<file path="src/rtl/pipe_hazard_ctrl.sv">
// Hazard controller for an in-order pipeline: forwarding selects, load-use / mul-div stalls, flushes.
// Latency: all outputs combinational (zero cycle); stage tracking and the mul/div counter update on clk.
// Backpressure: cmu_stall freezes all tracking and drops every enable; a hazard stall holds IF/ID and bubbles EXE.
// Optional feature: HAZARD_LS_FWD_EN enables load-to-store data forwarding instead of a load-use stall.
module pipe_hazard_ctrl #(
    parameter int RAW       = 5,
    parameter int NSTAGE    = 3,
    parameter int MD_CYCLES = 8
) (
    input  logic           clk,
    input  logic           rst_n,
    input  logic           cmu_stall,
    input  logic           branch_id,
    input  logic           rs1use_id,
    input  logic           rs2use_id,
    input  logic [RAW-1:0] rs1_id,
    input  logic [RAW-1:0] rs2_id,
    input  logic [RAW-1:0] rd_id,
    input  logic [2:0]     optype_id,
    output logic           pc_en_if,
    output logic           fd_en,
    output logic           fd_stall,
    output logic           fd_flush,
    output logic           de_en,
    output logic           de_flush,
    output logic           em_en,
    output logic           mw_en,
    output logic [2:0]     fwd_a,
    output logic [2:0]     fwd_b,
    output logic           fwd_ls,
    output logic           md_busy
);

    localparam int MDW = $clog2(MD_CYCLES + 1);

    typedef enum logic [2:0] {
        OP_NONE   = 3'd0,
        OP_ALU    = 3'd1,
        OP_LOAD   = 3'd2,
        OP_STORE  = 3'd3,
        OP_MULDIV = 3'd4
    } op_t;

    typedef struct packed {
        op_t            op;
        logic [RAW-1:0] rd;
    } stage_t;

    op_t            op_id;
    stage_t         stg [1:NSTAGE];
    logic [NSTAGE:1] match_a;
    logic [NSTAGE:1] match_b;
    logic           s1_load;
    logic           ls_exempt;
    logic           load_stall;
    logic           md_stall;
    logic           stall;
    logic           md_start;
    logic           id_writes;
    logic [MDW-1:0] md_cnt;
    logic [RAW-1:0] md_rd;

    // Undefined optype encodings behave as NONE everywhere downstream.
    always_comb begin
        case (optype_id)
            3'd1:    op_id = OP_ALU;
            3'd2:    op_id = OP_LOAD;
            3'd3:    op_id = OP_STORE;
            3'd4:    op_id = OP_MULDIV;
            default: op_id = OP_NONE;
        endcase
    end

    function automatic logic fwdable(input stage_t s);
        return (s.rd != '0) && ((s.op == OP_ALU) || (s.op == OP_LOAD));
    endfunction

    always_ff @(posedge clk or negedge rst_n) begin
        if (!rst_n) begin
            for (int k = 1; k <= NSTAGE; k++) begin
                stg[k] <= '{op: OP_NONE, rd: '0};
            end
        end else if (!cmu_stall) begin
            for (int k = NSTAGE; k >= 2; k--) begin
                stg[k] <= stg[k-1];
            end
            if (de_flush) begin
                stg[1] <= '{op: OP_NONE, rd: '0};
            end else begin
                stg[1] <= '{op: op_id, rd: rd_id};
            end
        end
    end

    always_comb begin
        match_a = '0;
        match_b = '0;
        for (int k = 1; k <= NSTAGE; k++) begin
            match_a[k] = rs1use_id && (rs1_id == stg[k].rd) && fwdable(stg[k]);
            match_b[k] = rs2use_id && (rs2_id == stg[k].rd) && fwdable(stg[k]);
        end
    end

    // Scan oldest-to-youngest so the youngest producer wins; a load still in EXE has no data yet.
    always_comb begin
        fwd_a = '0;
        fwd_b = '0;
        for (int k = NSTAGE; k >= 1; k--) begin
            if (match_a[k]) fwd_a = 3'(k);
            if (match_b[k]) fwd_b = 3'(k);
        end
        if (match_a[1] && s1_load) fwd_a = '0;
        if (match_b[1] && s1_load) fwd_b = '0;
    end

    assign s1_load = (stg[1].op == OP_LOAD);

`ifdef HAZARD_LS_FWD_EN
    logic [RAW-1:0] s1_rs2;

    // Store data can be picked up from the load's MEM result one cycle later, so only rs2 is exempt.
    always_ff @(posedge clk or negedge rst_n) begin
        if (!rst_n) begin
            s1_rs2 <= '0;
        end else if (!cmu_stall) begin
            s1_rs2 <= de_flush ? '0 : rs2_id;
        end
    end

    assign ls_exempt = (op_id == OP_STORE);
    assign fwd_ls    = (stg[1].op == OP_STORE) && (stg[2].op == OP_LOAD) &&
                       (s1_rs2 == stg[2].rd) && (stg[2].rd != '0);
`else
    assign ls_exempt = 1'b0;
    assign fwd_ls    = 1'b0;
`endif

    assign load_stall = s1_load && (match_a[1] || (match_b[1] && !ls_exempt));

    assign id_writes = (op_id == OP_ALU) || (op_id == OP_LOAD) || (op_id == OP_MULDIV);

    assign md_busy  = (md_cnt != '0);
    assign md_stall = md_busy && (
                          (op_id == OP_MULDIV) ||
                          (md_rd != '0 && rs1use_id && rs1_id == md_rd) ||
                          (md_rd != '0 && rs2use_id && rs2_id == md_rd) ||
                          (md_rd != '0 && id_writes && rd_id == md_rd));

    assign stall    = load_stall || md_stall;
    assign md_start = (op_id == OP_MULDIV) && !stall && !cmu_stall;

    always_ff @(posedge clk or negedge rst_n) begin
        if (!rst_n) begin
            md_cnt <= '0;
            md_rd  <= '0;
        end else if (md_start) begin
            md_cnt <= MDW'(MD_CYCLES);
            md_rd  <= rd_id;
        end else if (md_busy && !cmu_stall) begin
            md_cnt <= md_cnt - 1'b1;
        end
    end

    assign pc_en_if = !stall && !cmu_stall;
    assign fd_stall = stall;
    assign de_flush = stall && !cmu_stall;
    assign fd_flush = branch_id && !stall;
    assign fd_en    = !cmu_stall;
    assign de_en    = !cmu_stall;
    assign em_en    = !cmu_stall;
    assign mw_en    = !cmu_stall;

endmodule
</file>
<file path="config.mk">
export PLATFORM = sky130hd
export DESIGN_NAME = pipe_hazard_ctrl
export DESIGN_NICKNAME = d
export VERILOG_FILES = /design/src/rtl/pipe_hazard_ctrl.sv
export SDC_FILE = /design/constraint.sdc
export NUM_CORES = 1
export LEC_CHECK = 0
export BUFFER_PORTS_ARGS = -buffer_cell sky130_fd_sc_hd__buf_4
export CAP_MARGIN = 20
export CELL_PAD_IN_SITES_DETAIL_PLACEMENT = 1
export CELL_PAD_IN_SITES_GLOBAL_PLACEMENT = 2
export CORE_MARGIN = 2
export CORE_UTILIZATION = 25
export CTS_CLUSTER_SIZE = 28
export DETAILED_ROUTE_END_ITERATION = 10
export PLACE_DENSITY = 0.62
export SYNTH_ARGS = -nofsm -noshare
export SYNTH_HDL_FRONTEND = slang
export SYNTH_SLANG_ARGS = --single-unit
</file>
<file path="constraint.sdc">
create_clock -name clk -period 3.9 [get_ports clk]
set_input_delay 0.195 -clock clk [delete_from_list [all_inputs] [get_ports clk]]
set_output_delay 0.195 -clock clk [all_outputs]
set_load 0.005 [all_outputs]
</file>
==> reports/metrics.cfg <==
[setup_path]
cp-start-kind=register
cp.required_ns=3.70
path_class=reg -> out
critPathMaxFanout=8
endpoint_kind=primary output
cp_data_arrival_time_ns=2.25

[route]
dr.pass1.iters=4
drc=0
viasPerCell=4.66
first_iter_violations=48
postRouteAntennaNets=0
routed_wl_mm=5.57
wl_per_cell_um=16.3
vias=1598

[power]
combinationalPowerShare_pct=34.3
netSwitchingFraction_pct=36.6
p_total_mw=1.23
seqPwrFrac_pct=45.6
clkPwrFrac_pct=20.1
vdd_ir_drop_max_uv=199
p_leak_nw=1.14
p_sw_uw=449
p_per_area_nw_per_um2=488
p_int_uw=778

[status]
status=finished, final reports clean

[global_route]
antenna_found_initial=0
grt_pass1_vias=1695
grt_max_degree=35
track_usage_pct=13.8
grt_pass1_wl_mm=9.34
overflow=0

[clocking]
cts.path.max_buffers=2
cts_sinks=33
htree_num_levels=2
cts_made_buffers=5
clkLatencyLatePin_ns=0.28
postCtsSetupBuffers=0
cts_root_buf=clkbuf_8
cts.clk_slew.worst_paths_ns=0.07
cts_tree=built

[timing]
setup_viol=0
slew_violations=0
fin_skew_ns=0.00543
finalCritPeriodShare_pct=62.6
hold_slack_ns=0.168
fmax_ghz=0.410
post-route-min-period_ns=2.44
hold_violations=0
fin_setup_tns_ns=0
rsz0062_at_grt=false

[layout]
layout-drive-gt1-share_pct=27.3
area_delta_synth_final_pct=20.4
layout_common_cells=xor2_1, buf_4, dfrtp_1
antennaDiodeCount=0
nNetsFinal=262
postLayoutCellArea_um2=2510
final_common_cell=xor2_1

[floorplanning]
io_pins=40
die_w_um=95.4
floorplan.die_area_um2=9100
initial_core_util_pct=25.5
rows=33
die_h_um=95.4
core_area_um2=8180

[run]
drv_cap=0

[yosys]
synth-seq-area-share_pct=39.5
yosysUniqueCellTypes=35
netlist_area_um2=2090
synth_cells=203
synth_edf_count=0
ys_seq_elements=33
async_flop_share_pct=100
syn_avg_cell_area_um2=10.3
yosysWarnings=0
synth-main-ff-cell=dfrtp_1

[placement]
dpl.hpwl_mm=4.22
gp_routability_congestion=0.763
placed_area_um2=2420
io_buffers=36

[worst_hold_path]
hold_path.class=in -> reg

Yosys cell counts, drive strengths merged, types with 2 or more instances:
cell | n | area share, %
xor2 | 37 | 16
dfrtp | 33 | 40
mux2 | 21 | 11
xnor2 | 12 | 5.0
nand2 | 11 | 2.0
nor4 | 10 | 3.0
buf | 8 | 2.9
inv | 8 | 1.4
nor3 | 8 | 1.9
a21oi | 6 | 1.4
nor2 | 6 | 1.1
a32o | 5 | 2.4
and2 | 4 | 1.2
clkbuf | 4 | 0.72
nand4 | 3 | 0.90
o31ai | 3 | 1.1
a211oi | 2 | 0.72
a41o | 2 | 0.96
and3 | 2 | 0.60
and4 | 2 | 0.84
mux2i | 2 | 0.96
nand3 | 2 | 0.48
o21ai | 2 | 0.48
cell families after synthesis:
group	share of synthesized area [%]
AND/OR/NAND/NOR	13.6
flip-flops	39.5
AO/OA/AOI/OAI	8.15
adder cells (fa/ha/maj)	0.599
XOR/XNOR	20.6
multiplexers	12.3
other	0.180
buffers and inverters	5.09
per-layer routing:
layer / share of wire (%) / up-vias / GRT usage [%]
met5: 0 / - / 0
met4: 0.86 / 0 / 3.93
met3: 4.6 / 5 / 2.45
met1: 50 / 779 / 19.7
li1: - / 776 / -
met2: 44 / 38 / 21.4
power by group through the flow:
| stage | clock network (mW) | logic, mW | registers, mW |
|---|---|---|---|
| final | 0.247 | 0.421 | 0.559 |
| after global routing | 0.278 | 0.478 | 0.581 |
| after CTS | 0.260 | 0.430 | 0.563 |
| after detailed placement | 0 | 0.426 | 0.568 |
| after global placement | 0 | 0.423 | 0.567 |
| after floorplan | 0 | 0.310 | 0.526 |
sequential cells by signal (all words and copies together) (netlist names):
signal  flops
stg        24
md_cnt      4
md_rd       5
worst max-delay path, stage by stage (launching register included):
cell and delay [ns]:
dfrtp_1 0.45, xor2_1 0.19, nor4_1 0.31, nand3_1 0.15, a21o_1 0.25, and2_1 0.28
and2_1 0.20, buf_4 0.13
area by class of cell:
cell class	instances	area [um^2]
clock inverters	2	10.0
flip-flops and latches	33	826
multi-input cells	152	1160
fillers	969	5660
clock buffers	6	72.6
well taps	105	131
repair buffers	37	280
inverters	8	30.0
metrics by stage:
stage               util [%]  setup slack, ns  cells
floorplan                  -             2.08    205
global placement        29.6             1.72    334
detailed placement      29.6             1.76    334
CTS                     30.7             1.43    343
global route            30.7             1.23    343
finish                  30.7             1.46    343
final timing paths:
kind                           from         to  slack, ns  cells past startpoint
setup / recovery            stg[20]   pc_en_if       1.46                      7
hold / removal             rd_id[2]   md_rd[2]       0.17                      2
setup reg to reg            stg[20]   md_rd[1]       1.78                      6
hold reg to reg             stg[23]    stg[23]       0.53                      2
max in group asynchronous     rst_n    stg[12]       3.19                      2
min in group asynchronous     rst_n  md_cnt[0]       0.39                      2
repair_timing:
action                                 CTS  global route
endpoints found under the hold margin   33             0
hold buffers                             1             0
resized for setup                        0             0
Power figures use the tool's default switching activity.
